`src/rtl/m_progloader_pkg.sv`:
```
// rtl/m_progloader_pkg.sv - shared constants and state encodings for the program loader
package m_progloader_pkg;

    localparam int BIT_CYC_DEF   = 868;
    localparam int MEM_WORDS_DEF = 4096;
    localparam int HDR_BYTES     = 4;
    localparam int WORD_BYTES    = 4;

    typedef enum logic [1:0] {
        RX_IDLE,
        RX_START,
        RX_DATA,
        RX_STOP
    } rx_state_t;

    typedef enum logic [1:0] {
        LD_HDR,
        LD_DATA,
        LD_DONE,
        LD_ERR
    } ld_state_t;

endpackage

```
`src/rtl/m_progloader_if.sv`:
```
// rtl/m_progloader_if.sv - instruction memory write port plus loader status
interface m_progloader_if;

    logic        w_we;
    logic [11:0] w_addr;
    logic [31:0] w_wdata;
    logic        w_busy;
    logic        w_done;
    logic        w_err;

    modport master (output w_we, w_addr, w_wdata, w_busy, w_done, w_err);
    modport slave  (input  w_we, w_addr, w_wdata, w_busy, w_done, w_err);

endinterface

```
`src/rtl/m_progloader_uart_rx.sv`:
```
// rtl/m_progloader_uart_rx.sv - 8N1 UART receiver with synchronizer and start-bit glitch filter
module m_uart_rx
    import m_progloader_pkg::*;
#(
    parameter int BIT_CYC = BIT_CYC_DEF
) (
    input  logic       w_clk,
    input  logic       w_rst,
    input  logic       w_rxd,
    output logic [7:0] rx_tdata,
    output logic       rx_tvalid,
    output logic       rx_ferr
);

    localparam int CW = $clog2(BIT_CYC) + 1;

    rx_state_t     state, state_nxt;
    logic          rxd_s1, rxd_s;
    logic [CW-1:0] cnt;
    logic [2:0]    bit_idx;
    logic [7:0]    shreg;
    logic          ld_half, ld_full, shift, emit, ferr;

    always_ff @(posedge w_clk) begin
        if (w_rst) begin
            state <= RX_IDLE;
        end else begin
            state <= state_nxt;
        end
    end

    always_comb begin
        state_nxt = state;
        ld_half   = 1'b0;
        ld_full   = 1'b0;
        shift     = 1'b0;
        emit      = 1'b0;
        ferr      = 1'b0;
        case (state)
            RX_IDLE: begin
                if (!rxd_s) begin
                    state_nxt = RX_START;
                    ld_half   = 1'b1;
                end
            end
            RX_START: begin
                // Re-check mid-bit so short low pulses never start a frame
                if (cnt == '0) begin
                    if (!rxd_s) begin
                        state_nxt = RX_DATA;
                        ld_full   = 1'b1;
                    end else begin
                        state_nxt = RX_IDLE;
                    end
                end
            end
            RX_DATA: begin
                if (cnt == '0) begin
                    shift   = 1'b1;
                    ld_full = 1'b1;
                    if (bit_idx == 3'd7) begin
                        state_nxt = RX_STOP;
                    end
                end
            end
            RX_STOP: begin
                if (cnt == '0) begin
                    state_nxt = RX_IDLE;
                    emit      = rxd_s;
                    ferr      = !rxd_s;
                end
            end
            default: state_nxt = RX_IDLE;
        endcase
    end

    always_ff @(posedge w_clk) begin
        if (w_rst) begin
            rxd_s1    <= 1'b1;
            rxd_s     <= 1'b1;
            cnt       <= '0;
            bit_idx   <= '0;
            shreg     <= '0;
            rx_tvalid <= 1'b0;
            rx_ferr   <= 1'b0;
        end else begin
            rxd_s1    <= w_rxd;
            rxd_s     <= rxd_s1;
            rx_tvalid <= emit;
            rx_ferr   <= ferr;
            if (ld_half) begin
                cnt <= CW'(BIT_CYC / 2 - 1);
            end else if (ld_full) begin
                cnt <= CW'(BIT_CYC - 1);
            end else if (cnt != '0) begin
                cnt <= cnt - 1'b1;
            end
            // Eight shifts per frame wrap bit_idx back to zero on its own
            if (shift) begin
                shreg   <= {rxd_s, shreg[7:1]};
                bit_idx <= bit_idx + 1'b1;
            end
        end
    end

    assign rx_tdata = shreg;

endmodule

```
`src/rtl/m_progloader.sv`:
```
// rtl/m_progloader.sv - assembles a UART program image and writes it into instruction memory
module m_progloader
    import m_progloader_pkg::*;
#(
    parameter int BIT_CYC   = BIT_CYC_DEF,
    parameter int MEM_WORDS = MEM_WORDS_DEF
) (
    input  logic w_clk,
    input  logic w_rst,
    input  logic w_rxd,
    m_progloader_if.master mem
);

    ld_state_t   ld_state, ld_nxt;
    logic [7:0]  rx_tdata;
    logic        rx_tvalid, rx_ferr;
    logic [23:0] word_sr;
    logic [31:0] asm_word;
    logic [1:0]  byte_cnt;
    logic [12:0] n_words;
    logic        word_end, last_word;
    logic        we_q, busy_q, done_q, err_q;
    logic [11:0] addr_q;
    logic [31:0] wdata_q;

    m_uart_rx #(.BIT_CYC(BIT_CYC)) u_rx (
        .w_clk     (w_clk),
        .w_rst     (w_rst),
        .w_rxd     (w_rxd),
        .rx_tdata  (rx_tdata),
        .rx_tvalid (rx_tvalid),
        .rx_ferr   (rx_ferr)
    );

    assign asm_word  = {word_sr, rx_tdata};
    assign word_end  = rx_tvalid && (byte_cnt == 2'(WORD_BYTES - 1));
    assign last_word = ({1'b0, addr_q} == n_words - 13'd1);

    always_comb begin
        ld_nxt = ld_state;
        case (ld_state)
            LD_HDR: begin
                if (rx_tvalid && (byte_cnt == 2'(HDR_BYTES - 1))) begin
                    if (asm_word == '0) begin
                        ld_nxt = LD_DONE;
                    end else if (asm_word > 32'(MEM_WORDS)) begin
                        ld_nxt = LD_ERR;
                    end else begin
                        ld_nxt = LD_DATA;
                    end
                end
            end
            LD_DATA: begin
                if (we_q && last_word) begin
                    ld_nxt = LD_DONE;
                end
            end
            default: ld_nxt = ld_state;
        endcase
    end

    always_ff @(posedge w_clk) begin
        if (w_rst) begin
            ld_state <= LD_HDR;
            word_sr  <= '0;
            byte_cnt <= '0;
            n_words  <= '0;
            we_q     <= 1'b0;
            addr_q   <= '0;
            wdata_q  <= '0;
            busy_q   <= 1'b1;
            done_q   <= 1'b0;
            err_q    <= 1'b0;
        end else begin
            ld_state <= ld_nxt;
            we_q     <= 1'b0;
            done_q   <= (ld_nxt == LD_DONE);
            busy_q   <= (ld_nxt != LD_DONE);
            if (rx_ferr || (ld_nxt == LD_ERR)) begin
                err_q <= 1'b1;
            end
            if (rx_tvalid && (ld_state == LD_HDR || ld_state == LD_DATA)) begin
                word_sr  <= asm_word[23:0];
                byte_cnt <= byte_cnt + 1'b1;
            end
            if (ld_state == LD_HDR && word_end) begin
                n_words <= asm_word[12:0];
            end
            if (ld_state == LD_DATA && word_end) begin
                we_q    <= 1'b1;
                wdata_q <= asm_word;
            end
            if (we_q) begin
                addr_q <= addr_q + 1'b1;
            end
        end
    end

    assign mem.w_we    = we_q;
    assign mem.w_addr  = addr_q;
    assign mem.w_wdata = wdata_q;
    assign mem.w_busy  = busy_q;
    assign mem.w_done  = done_q;
    assign mem.w_err   = err_q;

endmodule

```
`src/flat_wrapper.sv`:
```
// flat-port wrapper written by rule: the top's interface ports become plain ports
module m_progloader_flat import m_progloader_pkg::*;
#(
    parameter int BIT_CYC   = BIT_CYC_DEF,
    parameter int MEM_WORDS = MEM_WORDS_DEF
)
  (w_clk, w_rst, w_rxd, mem_w_we, mem_w_addr, mem_w_wdata, mem_w_busy, mem_w_done, mem_w_err);
  m_progloader_if mem_i ();
  input  logic w_clk;
  input  logic w_rst;
  input  logic w_rxd;
  output wire logic [$bits(mem_i.w_we)-1:0] mem_w_we;
  output wire logic [$bits(mem_i.w_addr)-1:0] mem_w_addr;
  output wire logic [$bits(mem_i.w_wdata)-1:0] mem_w_wdata;
  output wire logic [$bits(mem_i.w_busy)-1:0] mem_w_busy;
  output wire logic [$bits(mem_i.w_done)-1:0] mem_w_done;
  output wire logic [$bits(mem_i.w_err)-1:0] mem_w_err;
  assign mem_w_we = mem_i.w_we;
  assign mem_w_addr = mem_i.w_addr;
  assign mem_w_wdata = mem_i.w_wdata;
  assign mem_w_busy = mem_i.w_busy;
  assign mem_w_done = mem_i.w_done;
  assign mem_w_err = mem_i.w_err;
  m_progloader #(.BIT_CYC(BIT_CYC), .MEM_WORDS(MEM_WORDS)) u_core (.w_clk(w_clk), .w_rst(w_rst), .w_rxd(w_rxd), .mem(mem_i));
endmodule
```
`config.mk`:
```
export PLATFORM = sky130hd
export DESIGN_NAME = m_progloader_flat
export DESIGN_NICKNAME = d
export VERILOG_FILES = /design/src/rtl/m_progloader_pkg.sv /design/src/rtl/m_progloader_if.sv /design/src/rtl/m_progloader_uart_rx.sv /design/src/rtl/m_progloader.sv /design/src/flat_wrapper.sv
export SDC_FILE = /design/constraint.sdc
export NUM_CORES = 1
export LEC_CHECK = 0
export CORE_AREA = 2 2 138 73
export DETAILED_ROUTE_END_ITERATION = 8
export DIE_AREA = 0 0 140 75
export PLACE_DENSITY = 0.8
export SLEW_MARGIN = 20
export SYNTH_ARGS = -nofsm -noshare
export SYNTH_HDL_FRONTEND = slang
export SYNTH_SLANG_ARGS = --single-unit
```
`constraint.sdc`:
```
create_clock -name w_clk -period 2.65 [get_ports w_clk]
set_input_delay 0.53 -clock w_clk [delete_from_list [all_inputs] [get_ports w_clk]]
set_output_delay 0.53 -clock w_clk [all_outputs]
set_load 0.05 [all_outputs]
```
==> run_summary.xml, run 1 <==
<?xml version="1.0" encoding="UTF-8"?>
<metrics>
  <group name="power_and_ir_drop">
    <metric name="power.internal" unit="uW">3850</metric>
    <metric name="power.sequential.fraction" unit="">0.378</metric>
    <metric name="comb_power_share" unit="">0.126</metric>
    <metric name="power.share.switching" unit="">0.247</metric>
    <metric name="power.clock.fraction" unit="">0.496</metric>
    <metric name="max-vdd-ir-drop" unit="V">0.000835</metric>
    <metric name="switching_power" unit="uW">1260</metric>
    <metric name="pwr_density_cell" unit="nW/um^2">810</metric>
    <metric name="leakage" unit="uW">0.00228</metric>
  </group>
  <group name="cells_and_area">
    <metric name="nNetsFinal" unit="">682</metric>
    <metric name="post_route_cells_drive_above_1_share" unit="">0.0779</metric>
    <metric name="insertedDiodeCount" unit="">0</metric>
    <metric name="area.growth.synth_to_final" unit="%">25.1</metric>
    <metric name="filler_cell_count" unit="">736</metric>
  </group>
  <group name="sta">
    <metric name="timing.final.crit_share" unit="">0.901</metric>
    <metric name="clock-skew-final" unit="ps">9.03</metric>
    <metric name="final-max-slew-violation-count" unit="">0</metric>
    <metric name="setup_slack" unit="ps">262</metric>
    <metric name="timing.slew.headroom" unit="">0.403</metric>
    <metric name="timing.final.hold_violations" unit="">0</metric>
    <metric name="timing_worst_slew_pin_value" unit="ps">894</metric>
    <metric name="setup_viol_count_final" unit="">0</metric>
    <metric name="totalNegativeSetupSlack" unit="ps">0</metric>
    <metric name="setup_repair_after_global_routing_missed_its_margin" unit="">no</metric>
    <metric name="post-route-min-period" unit="ps">2390</metric>
    <metric name="fmax" unit="GHz">0.419</metric>
  </group>
  <group name="clock_network">
    <metric name="numCtsBuffers" unit="">17</metric>
    <metric name="ctsResizeCount" unit="">0</metric>
    <metric name="clk-insertion-delay-late" unit="ps">420</metric>
    <metric name="clock_path_buffers" unit="">2</metric>
    <metric name="clkSlewWorstSetupHoldPaths" unit="ps">60</metric>
    <metric name="postCtsHoldBufs" unit="">0</metric>
    <metric name="clock_sink_count" unit="">117</metric>
    <metric name="postCtsSetupRepairBufs" unit="">0</metric>
    <metric name="cts.htree.levels" unit="">4</metric>
    <metric name="clock_tree_from_tritoncts" unit="">done</metric>
    <metric name="clock-root-buffer" unit="">clkbuf_16</metric>
  </group>
  <group name="worst_setup_path">
    <metric name="timing.critical_path.arrival" unit="ps">2690</metric>
    <metric name="worstPathMaxFanout" unit="">6</metric>
    <metric name="crit_path_start" unit="">u_core.byte_cnt[0]$_SDFFE_PP0P_</metric>
    <metric name="critical_path.cell_chain" unit="">ha_1, nor4bb_2, nand2_1, mux2_2, a31oi_1, nand2b_1, a221o_1</metric>
    <metric name="cp-end-kind" unit="">flip-flop</metric>
    <metric name="setup.worst_path.class" unit="">reg2reg</metric>
    <metric name="cp.required" unit="ps">2950</metric>
    <metric name="cp_slowest_cell" unit="">nor4bb_2</metric>
    <metric name="timing.reg2reg.setup_slack" unit="ps">260</metric>
    <metric name="crit_path_max_incr_delay" unit="ps">600</metric>
    <metric name="critical_path.n_buffers_inverters" unit="">0</metric>
    <metric name="regToRegStartpoint" unit="">u_core.byte_cnt[0]$_SDFFE_PP0P_</metric>
    <metric name="cpLargestDelayFamily" unit="">simple AND/OR/NAND/NOR gates</metric>
    <metric name="worst_setup_path_start_kind" unit="">flip-flop</metric>
  </group>
  <group name="logic_synthesis">
    <metric name="synth_instances" unit="">624</metric>
    <metric name="postSynthAreaPerCell" unit="sq um">8.07</metric>
    <metric name="synth.ff_latch_count" unit="">117</metric>
    <metric name="synth-seq-area-share" unit="">0.465</metric>
    <metric name="synth_warnings" unit="">0</metric>
    <metric name="synth_nets" unit="">639</metric>
    <metric name="asyncSetResetFlopFracSynth" unit="">0</metric>
    <metric name="synth_top_cell_by_area" unit="">dfxtp_1</metric>
    <metric name="syn_area" unit="sq um">5030</metric>
    <metric name="synthMostInstantiatedCell" unit="">nand2_1</metric>
    <metric name="post_synth_num_cell_types" unit="">49</metric>
    <metric name="synth.top_cells.by_count" unit="">nand2_1, dfxtp_1, a21oi_1</metric>
    <metric name="synth_top_cell_area_share" unit="">0.465</metric>
    <metric name="yosys_most_used_dff" unit="">dfxtp_1</metric>
    <metric name="number_of_flops_mapped_to_enable_cells_by_yosys" unit="">0</metric>
    <metric name="synth_top_cells_by_area" unit="">dfxtp_1, nand2_1, a21oi_1</metric>
  </group>
  <group name="grt">
    <metric name="grt_first_pass_wirelength" unit="mm">21.0</metric>
    <metric name="grt_start_max_net_pins" unit="">65</metric>
    <metric name="number_of_antenna_violations_at_the_first_check_in_global_routing" unit="">0</metric>
    <metric name="first_global_vias" unit="">4187</metric>
    <metric name="gr-usage-all-layers" unit="">0.259</metric>
    <metric name="global_route.overflow_total" unit="">0</metric>
  </group>
  <group name="placement">
    <metric name="finalWeightedCongestion" unit="">0.927</metric>
    <metric name="hpwlAfterDp" unit="mm">8.65</metric>
    <metric name="port-buffer-count" unit="">50</metric>
    <metric name="preCtsSetupSlack" unit="ps">342</metric>
  </group>
  <group name="route">
    <metric name="total_routed_length" unit="mm">13.2</metric>
    <metric name="vias_per_cell" unit="">5.81</metric>
    <metric name="wl_per_cell" unit="um">16.5</metric>
    <metric name="drt_drc_violations_left" unit="">6</metric>
    <metric name="drtIter0Drc" unit="">503</metric>
    <metric name="drtPass1Iterations" unit="">7</metric>
    <metric name="vias" unit="">4656</metric>
    <metric name="antenna_violating_nets_post_route" unit="">0</metric>
  </group>
  <group name="min_path">
    <metric name="min-delay-path-class" unit="">reg2reg</metric>
    <metric name="min_delay_startpoint" unit="">u_core.u_rx.rxd_s1$_SDFF_PP1_</metric>
  </group>
  <group name="die">
    <metric name="coreArea" unit="sq um">9230</metric>
    <metric name="floorplan.io_pins" unit="">51</metric>
    <metric name="core.rowCount" unit="">25</metric>
    <metric name="fp.dieArea" unit="sq um">10500</metric>
    <metric name="die-width" unit="um">140</metric>
    <metric name="die_h" unit="um">75</metric>
    <metric name="start_util" unit="">0.546</metric>
  </group>
  <group name="status">
    <metric name="status" unit="">finished with violations</metric>
    <metric name="failing_checks" unit="">DRC</metric>
  </group>
  <group name="job">
    <metric name="max-cap-violations" unit="">0</metric>
  </group>
</metrics>
[kinds of logic (layout without fill, tap and decap cells)]
kind of cell | count (synthesis) | after routing | synth area share
and+or+nand+nor | 288 | 288 | 0.260
AOI/OAI and AO/OA | 128 | 128 | 0.144
DFF | 117 | 117 | 0.465
buffers and inverters | 45 | 101 | 0.0348
xor gates and xnor gates | 30 | 30 | 0.0577
adders and majority gates | 12 | 12 | 0.0298
muxes | 4 | 4 | 0.00820
[power by group through the flow]
stage	clock [uW]	combinational (uW)	sequential, uW
global route	2630	716	1940
finish	2530	644	1930
global placement	0	587	1960
detailed placement	0	617	1960
CTS	2560	634	1920
floorplan	0	506	1940
[area by class of cell]
type                       count  area (sq um)  share of cell area
sequential                   117          2340               0.372
tap                          121           151              0.0240
timing repair buffer          60           586              0.0929
multi-input combinational    462          2520               0.401
clock inverter                 7           139              0.0220
inverter                       9          33.8             0.00536
clock buffer                  25           526              0.0834
[registers in the layout, summed over array words and instances, names as in the netlist, 2 cells and up, named ones only]
signal	flops
u_core.mem.w_wdata	32
u_core.word_sr	24
u_core.n_words	13
u_core.mem.w_addr	12
u_core.u_rx.cnt	11
u_core.u_rx.rx_tdata	8
u_core.u_rx.bit_idx	3
u_core.byte_cnt	2
u_core.ld_state	2
[worst paths after layout]
| path | endpoint | cells past startpoint |
|---|---|---|
| worst max-delay path | u_core.mem.w_busy$_SDFF_PP1_ | 7 |
| worst min-delay path | u_core.u_rx.rxd_s$_SDFF_PP1_ | 1 |
| worst max register to register | u_core.mem.w_busy$_SDFF_PP1_ | 7 |
| worst min register to register | u_core.u_rx.rxd_s$_SDFF_PP1_ | 1 |
[per-layer routing]
layer	GRT usage	share of wire	vias up
li1	-	-	2228
met1	0.363	0.48	2201
met2	0.390	0.42	199
met3	0.0763	0.079	28
met4	0.0887	0.015	0
met5	0	0	-
[through the flow]
stage / hold WS, ps / power (uW) / area, sq um / instances / util
final: 410 / 5110 / 6300 / 801 / 0.683
after global routing: 438 / 5290 / 6300 / 801 / 0.683
after CTS: 412 / 5110 / 6300 / 801 / 0.683
after detailed placement: 401 / 2580 / 5640 / 769 / 0.611
after global placement: 403 / 2540 / 5640 / 769 / 0.611
after floorplan: 389 / 2440 / 5030 / 624 / -
[cell usage in the layout, fill, tap and decap left out, drive strengths merged, types with 4 or more instances in the layout]
cell / count
nor2: 29
a21oi: 94
nand3: 20
xor2: 18
dfxtp: 117
or3: 6
nor4: 12
and3: 8
nand4: 10
nor2b: 4
a31oi: 4
a211oi: 5
bufinv: 4
buf: 11
ha: 12
nand2: 170
o21ai: 10
inv: 9
nor3: 10
xnor2: 10
clkdlybuf4s50: 49
clkbuf: 25
nand2b: 5
No activity file was read; power rests on OpenSTA's default activity.
==> inputs of run 2 (changes only) <==
--- a/config.mk
+++ b/config.mk
@@ -5,11 +5,12 @@
 export SDC_FILE = /design/constraint.sdc
 export NUM_CORES = 1
 export LEC_CHECK = 0
-export CORE_AREA = 2 2 138 73
+export CORE_AREA = 2 2 88 111
 export DETAILED_ROUTE_END_ITERATION = 8
-export DIE_AREA = 0 0 140 75
-export PLACE_DENSITY = 0.8
+export DIE_AREA = 0 0 90 113
+export PLACE_DENSITY = 0.81
 export SLEW_MARGIN = 20
 export SYNTH_ARGS = -nofsm -noshare
 export SYNTH_HDL_FRONTEND = slang
+export SYNTH_HIERARCHICAL = 1
 export SYNTH_SLANG_ARGS = --single-unit
==> run_summary.xml, run 2 <==
<?xml version="1.0" encoding="UTF-8"?>
<metrics>
  <group name="route">
    <metric name="vias" unit="">4647</metric>
    <metric name="drtPass1Iterations" unit="">5</metric>
    <metric name="total_routed_length" unit="mm">12.2</metric>
    <metric name="wl_per_cell" unit="um">15.0</metric>
    <metric name="vias_per_cell" unit="">5.72</metric>
    <metric name="drt_drc_violations_left" unit="">0</metric>
    <metric name="antenna_violating_nets_post_route" unit="">0</metric>
    <metric name="drtIter0Drc" unit="">299</metric>
  </group>
  <group name="grt">
    <metric name="number_of_antenna_violations_at_the_first_check_in_global_routing" unit="">0</metric>
    <metric name="first_global_vias" unit="">4465</metric>
    <metric name="grt_start_max_net_pins" unit="">69</metric>
    <metric name="global_route.overflow_total" unit="">0</metric>
    <metric name="grt_first_pass_wirelength" unit="mm">20.5</metric>
    <metric name="gr-usage-all-layers" unit="">0.248</metric>
  </group>
  <group name="logic_synthesis">
    <metric name="synth.top_cells.by_count" unit="">nand2_1, dfxtp_1, a21oi_1</metric>
    <metric name="synth_top_cell_area_share" unit="">0.461</metric>
    <metric name="synth.ff_latch_count" unit="">117</metric>
    <metric name="synthMostInstantiatedCell" unit="">nand2_1</metric>
    <metric name="synth-seq-area-share" unit="">0.461</metric>
    <metric name="post_synth_num_cell_types" unit="">60</metric>
    <metric name="synth_instances" unit="">628</metric>
    <metric name="number_of_flops_mapped_to_enable_cells_by_yosys" unit="">0</metric>
    <metric name="syn_area" unit="sq um">5090</metric>
    <metric name="postSynthAreaPerCell" unit="sq um">8.10</metric>
    <metric name="synth_warnings" unit="">6</metric>
    <metric name="synth_nets" unit="">643</metric>
    <metric name="asyncSetResetFlopFracSynth" unit="">0</metric>
    <metric name="synth_top_cell_by_area" unit="">dfxtp_1</metric>
    <metric name="yosys_most_used_dff" unit="">dfxtp_1</metric>
    <metric name="synth_top_cells_by_area" unit="">dfxtp_1, nand2_1, a21oi_1</metric>
  </group>
  <group name="power_and_ir_drop">
    <metric name="pwr_density_cell" unit="nW/um^2">790</metric>
    <metric name="power.share.switching" unit="">0.274</metric>
    <metric name="switching_power" unit="uW">1350</metric>
    <metric name="power.internal" unit="uW">3560</metric>
    <metric name="power.clock.fraction" unit="">0.447</metric>
    <metric name="max-vdd-ir-drop" unit="V">0.000669</metric>
    <metric name="leakage" unit="uW">0.00220</metric>
    <metric name="comb_power_share" unit="">0.157</metric>
    <metric name="power.sequential.fraction" unit="">0.397</metric>
  </group>
  <group name="clock_network">
    <metric name="numCtsBuffers" unit="">17</metric>
    <metric name="cts.htree.levels" unit="">4</metric>
    <metric name="clock_sink_count" unit="">117</metric>
    <metric name="clk-insertion-delay-late" unit="ps">410</metric>
    <metric name="postCtsSetupRepairBufs" unit="">0</metric>
    <metric name="clock_path_buffers" unit="">2</metric>
    <metric name="clkSlewWorstSetupHoldPaths" unit="ps">50</metric>
    <metric name="ctsResizeCount" unit="">0</metric>
    <metric name="clock-root-buffer" unit="">clkbuf_16</metric>
    <metric name="postCtsHoldBufs" unit="">0</metric>
    <metric name="clock_tree_from_tritoncts" unit="">done</metric>
  </group>
  <group name="cells_and_area">
    <metric name="nNetsFinal" unit="">691</metric>
    <metric name="filler_cell_count" unit="">758</metric>
    <metric name="mostFrequentLayoutCell" unit="">nand2_1</metric>
    <metric name="largest_register_ffs" unit="">32</metric>
    <metric name="area.growth.synth_to_final" unit="%">22.2</metric>
    <metric name="insertedDiodeCount" unit="">0</metric>
    <metric name="post_route_cells_drive_above_1_share" unit="">0.0827</metric>
    <metric name="layout.cells.non_filler" unit="">812</metric>
    <metric name="most-common-layout-cells" unit="">nand2_1, dfxtp_1, a21oi_1</metric>
  </group>
  <group name="sta">
    <metric name="timing.final.hold_violations" unit="">0</metric>
    <metric name="timing.final.crit_share" unit="">0.865</metric>
    <metric name="worst_hold_slack" unit="ps">412</metric>
    <metric name="timing_worst_slew_pin_value" unit="ps">829</metric>
    <metric name="clock-skew-final" unit="ps">8.71</metric>
    <metric name="final-max-slew-violation-count" unit="">0</metric>
    <metric name="setup_viol_count_final" unit="">0</metric>
    <metric name="totalNegativeSetupSlack" unit="ps">0</metric>
    <metric name="post-route-min-period" unit="ps">2290</metric>
    <metric name="fmax" unit="GHz">0.436</metric>
    <metric name="timing.slew.headroom" unit="">0.446</metric>
    <metric name="setup_repair_after_global_routing_missed_its_margin" unit="">no</metric>
  </group>
  <group name="worst_setup_path">
    <metric name="worst_setup_path_start_kind" unit="">flip-flop</metric>
    <metric name="setup.worst_path.class" unit="">reg2out</metric>
    <metric name="critical_path.n_buffers_inverters" unit="">1</metric>
    <metric name="cpLargestDelayFamily" unit="">buffers and inverters</metric>
    <metric name="cp_slowest_cell" unit="">clkdlybuf4s50_1</metric>
    <metric name="worstPathMaxFanout" unit="">10</metric>
    <metric name="critical_path.cell_chain" unit="">clkdlybuf4s50_1</metric>
    <metric name="timing.critical_path.arrival" unit="ps">1760</metric>
    <metric name="cp.required" unit="ps">2120</metric>
    <metric name="crit_path_max_incr_delay" unit="ps">870</metric>
    <metric name="cp-end-kind" unit="">output pin</metric>
  </group>
  <group name="die">
    <metric name="die-width" unit="um">90</metric>
    <metric name="coreArea" unit="sq um">9080</metric>
    <metric name="floorplan.io_pins" unit="">51</metric>
    <metric name="start_util" unit="">0.560</metric>
    <metric name="die_h" unit="um">113</metric>
    <metric name="fp.dieArea" unit="sq um">10200</metric>
    <metric name="core.rowCount" unit="">39</metric>
  </group>
  <group name="min_path">
    <metric name="min-delay-path-class" unit="">reg2reg</metric>
  </group>
  <group name="placement">
    <metric name="hpwlAfterDp" unit="mm">7.91</metric>
    <metric name="port-buffer-count" unit="">50</metric>
    <metric name="place_inst" unit="">780</metric>
    <metric name="finalWeightedCongestion" unit="">0.908</metric>
  </group>
  <group name="job">
    <metric name="max-cap-violations" unit="">0</metric>
  </group>
  <group name="status">
    <metric name="status" unit="">finished clean</metric>
  </group>
</metrics>
run 2: cell count changes after synthesis, moves of 4 or more:
cell      before  now
clkbuf_1      27   20
buf_2          5    0
nand2_1      170  175
inv_1          9   13
nor2_1        29   33
run 2: cells by family (layout without fill, tap and decap cells):
group / after synthesis / count (layout) / share of synthesized area
xor gates and xnor gates: 25 / 25 / 0.0431
buffers and inverters: 44 / 105 / 0.0440
and+or+nand+nor: 297 / 297 / 0.270
adders and majority gates: 12 / 12 / 0.0295
DFF: 117 / 117 / 0.461
AOI/OAI and AO/OA: 128 / 128 / 0.142
muxes: 5 / 5 / 0.0106
run 2: power by group through the flow:
stage | clock [uW] | combinational (uW) | sequential [uW]
after floorplan | 0 | 599 | 1950
after global placement | 0 | 707 | 1970
after detailed placement | 0 | 738 | 1980
after CTS | 2220 | 755 | 1940
after global routing | 2300 | 839 | 1960
final | 2190 | 770 | 1950
run 2: per-layer routing:
layer / wire (um) / track usage / vias to the layer above
met5: 0 / 0 / -
met4: 183 / 0.0974 / 0
met3: 820 / 0.0686 / 23
met2: 6140 / 0.425 / 198
met1: 5020 / 0.296 / 2184
li1: - / - / 2242
run 2: final timing paths:
kind	startpoint	to	slack [ps]	cells after the start
setup reg to reg	u_core/n_words[0]$_SDFFE_PP0P_	u_core/ld_state[0]$_SDFF_PP0_	450	8
setup / recovery	u_core/mem.w_addr[7]$_SDFFE_PP0P_	mem_w_addr[7]	360	1
hold / removal	u_core/u_rx/rxd_s1$_SDFF_PP1_	u_core/u_rx/rxd_s$_SDFF_PP1_	410	1
hold reg to reg	u_core/u_rx/rxd_s1$_SDFF_PP1_	u_core/u_rx/rxd_s$_SDFF_PP1_	410	1
run 2: layout make-up:
cell class,instances,area [sq um],area share
clock buffer,20,447,0.0719
clock inverter,12,129,0.0207
inverter,13,48.8,0.00785
multi-input combinational,467,2520,0.406
sequential,117,2340,0.377
tap,123,154,0.0248
timing repair buffer,60,573,0.0922
run 2: through the flow:
stage,utilization,instance area (sq um),worst slack [ps],total power [uW]
finish,0.685,6220,357,4910
global route,0.685,6220,311,5090
CTS,0.685,6220,341,4910
detailed placement,0.621,5640,515,2720
global placement,0.621,5640,608,2670
floorplan,-,5090,350,2550
==> inputs of run 3 (changes only) <==
--- a/config.mk
+++ b/config.mk
@@ -5,12 +5,11 @@
 export SDC_FILE = /design/constraint.sdc
 export NUM_CORES = 1
 export LEC_CHECK = 0
-export CORE_AREA = 2 2 88 111
+export CORE_AREA = 2 2 88 112
 export DETAILED_ROUTE_END_ITERATION = 8
-export DIE_AREA = 0 0 90 113
-export PLACE_DENSITY = 0.81
+export DIE_AREA = 0 0 90 114
+export PLACE_DENSITY = 0.8
 export SLEW_MARGIN = 20
 export SYNTH_ARGS = -nofsm -noshare
 export SYNTH_HDL_FRONTEND = slang
-export SYNTH_HIERARCHICAL = 1
 export SYNTH_SLANG_ARGS = --single-unit
==> run_summary.xml, run 3 (synthesized netlist as in run 1, its figures left out) <==
<?xml version="1.0" encoding="UTF-8"?>
<metrics>
  <group name="sta">
    <metric name="clock-skew-final" unit="ps">6.28</metric>
    <metric name="setup_repair_after_global_routing_missed_its_margin" unit="">no</metric>
    <metric name="totalNegativeSetupSlack" unit="ps">0</metric>
    <metric name="setup_viol_count_final" unit="">0</metric>
    <metric name="timing_worst_slew_pin_value" unit="ps">771</metric>
    <metric name="timing.final.crit_share" unit="">0.863</metric>
    <metric name="setup_slack" unit="ps">362</metric>
    <metric name="timing.slew.headroom" unit="">0.485</metric>
    <metric name="fmax" unit="GHz">0.437</metric>
    <metric name="post-route-min-period" unit="ps">2290</metric>
    <metric name="final-max-slew-violation-count" unit="">0</metric>
    <metric name="timing.final.hold_violations" unit="">0</metric>
  </group>
  <group name="clock_network">
    <metric name="cts.htree.levels" unit="">4</metric>
    <metric name="clkSlewWorstSetupHoldPaths" unit="ps">50</metric>
    <metric name="clock-root-buffer" unit="">clkbuf_16</metric>
    <metric name="clock_path_buffers" unit="">2</metric>
    <metric name="numCtsBuffers" unit="">17</metric>
    <metric name="clock_sink_count" unit="">117</metric>
    <metric name="clk-insertion-delay-late" unit="ps">410</metric>
    <metric name="postCtsHoldBufs" unit="">0</metric>
    <metric name="clock_tree_from_tritoncts" unit="">done</metric>
    <metric name="ctsResizeCount" unit="">0</metric>
    <metric name="postCtsSetupRepairBufs" unit="">0</metric>
  </group>
  <group name="route">
    <metric name="vias" unit="">4517</metric>
    <metric name="drt_drc_violations_left" unit="">0</metric>
    <metric name="vias_per_cell" unit="">5.63</metric>
    <metric name="total_routed_length" unit="mm">12.2</metric>
    <metric name="wl_met1" unit="mm">5.01</metric>
    <metric name="met3WireLength" unit="um">491</metric>
    <metric name="drtIter0Drc" unit="">340</metric>
    <metric name="drtPass1Iterations" unit="">5</metric>
    <metric name="routed.top_layer" unit="">met4</metric>
    <metric name="wl_met2" unit="mm">6.47</metric>
    <metric name="antenna_violating_nets_post_route" unit="">0</metric>
    <metric name="wl_per_cell" unit="um">15.2</metric>
  </group>
  <group name="worst_setup_path">
    <metric name="critical_path.n_buffers_inverters" unit="">1</metric>
    <metric name="cpLargestDelayFamily" unit="">buffers and inverters</metric>
    <metric name="crit_path_max_incr_delay" unit="ps">860</metric>
    <metric name="critical_path.cell_chain" unit="">clkdlybuf4s50_1</metric>
    <metric name="cp-end-kind" unit="">output pin</metric>
    <metric name="cp.required" unit="ps">2120</metric>
    <metric name="regToRegStartpoint" unit="">u_core.n_words[0]$_SDFFE_PP0P_</metric>
    <metric name="crit_path_start" unit="">u_core.mem.w_we$_SDFF_PP0_</metric>
    <metric name="cp_slowest_cell" unit="">clkdlybuf4s50_1</metric>
    <metric name="worstPathMaxFanout" unit="">7</metric>
    <metric name="timing.critical_path.arrival" unit="ps">1760</metric>
    <metric name="worst_setup_path_start_kind" unit="">flip-flop</metric>
    <metric name="setup.worst_path.class" unit="">reg2out</metric>
  </group>
  <group name="cells_and_area">
    <metric name="mostFrequentLayoutCell" unit="">nand2_1</metric>
    <metric name="seqCellArea" unit="sq um">2340</metric>
    <metric name="area.growth.synth_to_final" unit="%">23.1</metric>
    <metric name="largest_register_ffs" unit="">32</metric>
    <metric name="filler_cell_count" unit="">761</metric>
    <metric name="most-common-layout-cells" unit="">nand2_1, dfxtp_1, a21oi_1</metric>
    <metric name="post_route_cells_drive_above_1_share" unit="">0.0695</metric>
    <metric name="multiInputGateArea" unit="sq um">2520</metric>
    <metric name="insertedDiodeCount" unit="">0</metric>
    <metric name="nNetsFinal" unit="">681</metric>
  </group>
  <group name="grt">
    <metric name="grt_start_max_net_pins" unit="">49</metric>
    <metric name="grt_first_pass_wirelength" unit="mm">20.2</metric>
    <metric name="number_of_antenna_violations_at_the_first_check_in_global_routing" unit="">0</metric>
    <metric name="first_global_vias" unit="">4308</metric>
    <metric name="global_route.overflow_total" unit="">0</metric>
    <metric name="gr-usage-all-layers" unit="">0.244</metric>
  </group>
  <group name="placement">
    <metric name="hpwlAfterDp" unit="mm">8.15</metric>
    <metric name="port-buffer-count" unit="">50</metric>
    <metric name="preCtsSetupSlack" unit="ps">423</metric>
    <metric name="finalWeightedCongestion" unit="">0.913</metric>
  </group>
  <group name="power_and_ir_drop">
    <metric name="power.clock.fraction" unit="">0.463</metric>
    <metric name="switching_power" unit="uW">1190</metric>
    <metric name="leakage" unit="uW">0.00223</metric>
    <metric name="pwr_density_cell" unit="nW/um^2">770</metric>
    <metric name="power.share.switching" unit="">0.248</metric>
    <metric name="power.sequential.fraction" unit="">0.404</metric>
    <metric name="power.internal" unit="uW">3590</metric>
    <metric name="comb_power_share" unit="">0.133</metric>
    <metric name="max-vdd-ir-drop" unit="V">0.000492</metric>
  </group>
  <group name="die">
    <metric name="start_util" unit="">0.541</metric>
    <metric name="die-width" unit="um">90</metric>
    <metric name="core.rowCount" unit="">40</metric>
    <metric name="fp.dieArea" unit="sq um">10300</metric>
    <metric name="floorplan.io_pins" unit="">51</metric>
    <metric name="coreArea" unit="sq um">9310</metric>
    <metric name="die_h" unit="um">114</metric>
  </group>
  <group name="min_path">
    <metric name="min_delay_startpoint" unit="">u_core.u_rx.rxd_s1$_SDFF_PP1_</metric>
    <metric name="min-delay-path-class" unit="">reg2reg</metric>
  </group>
  <group name="status">
    <metric name="status" unit="">finished clean</metric>
  </group>
  <group name="job">
    <metric name="max-cap-violations" unit="">0</metric>
  </group>
</metrics>
run 3: power groups by stage:
stage	sequential, uW	clock, uW	combinational [uW]
after floorplan	1940	0	506
after global placement	1950	0	584
after detailed placement	1960	0	615
after CTS	1920	2240	628
after global routing	1940	2330	708
final	1930	2210	634
run 3: worst paths after layout:
path | end | slack, ps | cells after the start
setup / recovery | mem_w_we | 360 | 1
setup reg to reg | u_core.mem.w_busy$_SDFF_PP1_ | 400 | 8
hold / removal | u_core.u_rx.rxd_s$_SDFF_PP1_ | 420 | 1
hold reg to reg | u_core.u_rx.rxd_s$_SDFF_PP1_ | 420 | 1
run 3: area by class of cell:
cell class	count	share of cell area
timing repair buffer	59	0.0912
tap	126	0.0254
sequential	117	0.378
inverter	9	0.00545
multi-input combinational	462	0.407
clock buffer	25	0.0816
clock inverter	4	0.0113
run 3: layer usage:
metal,track usage,up-vias
met3,0.0621,19
li1,-,2218
met1,0.269,2149
met2,0.452,131
met5,0,-
met4,0.0933,0
run 3: metrics by stage:
stage	instance area, sq um	power [uW]	util	cells	hold slack [ps]
floorplan	5030	2440	-	624	389
global placement	5620	2540	0.604	773	401
detailed placement	5620	2570	0.604	773	409
CTS	6200	4790	0.666	802	422
global route	6200	4970	0.666	802	439
finish	6200	4770	0.666	802	421
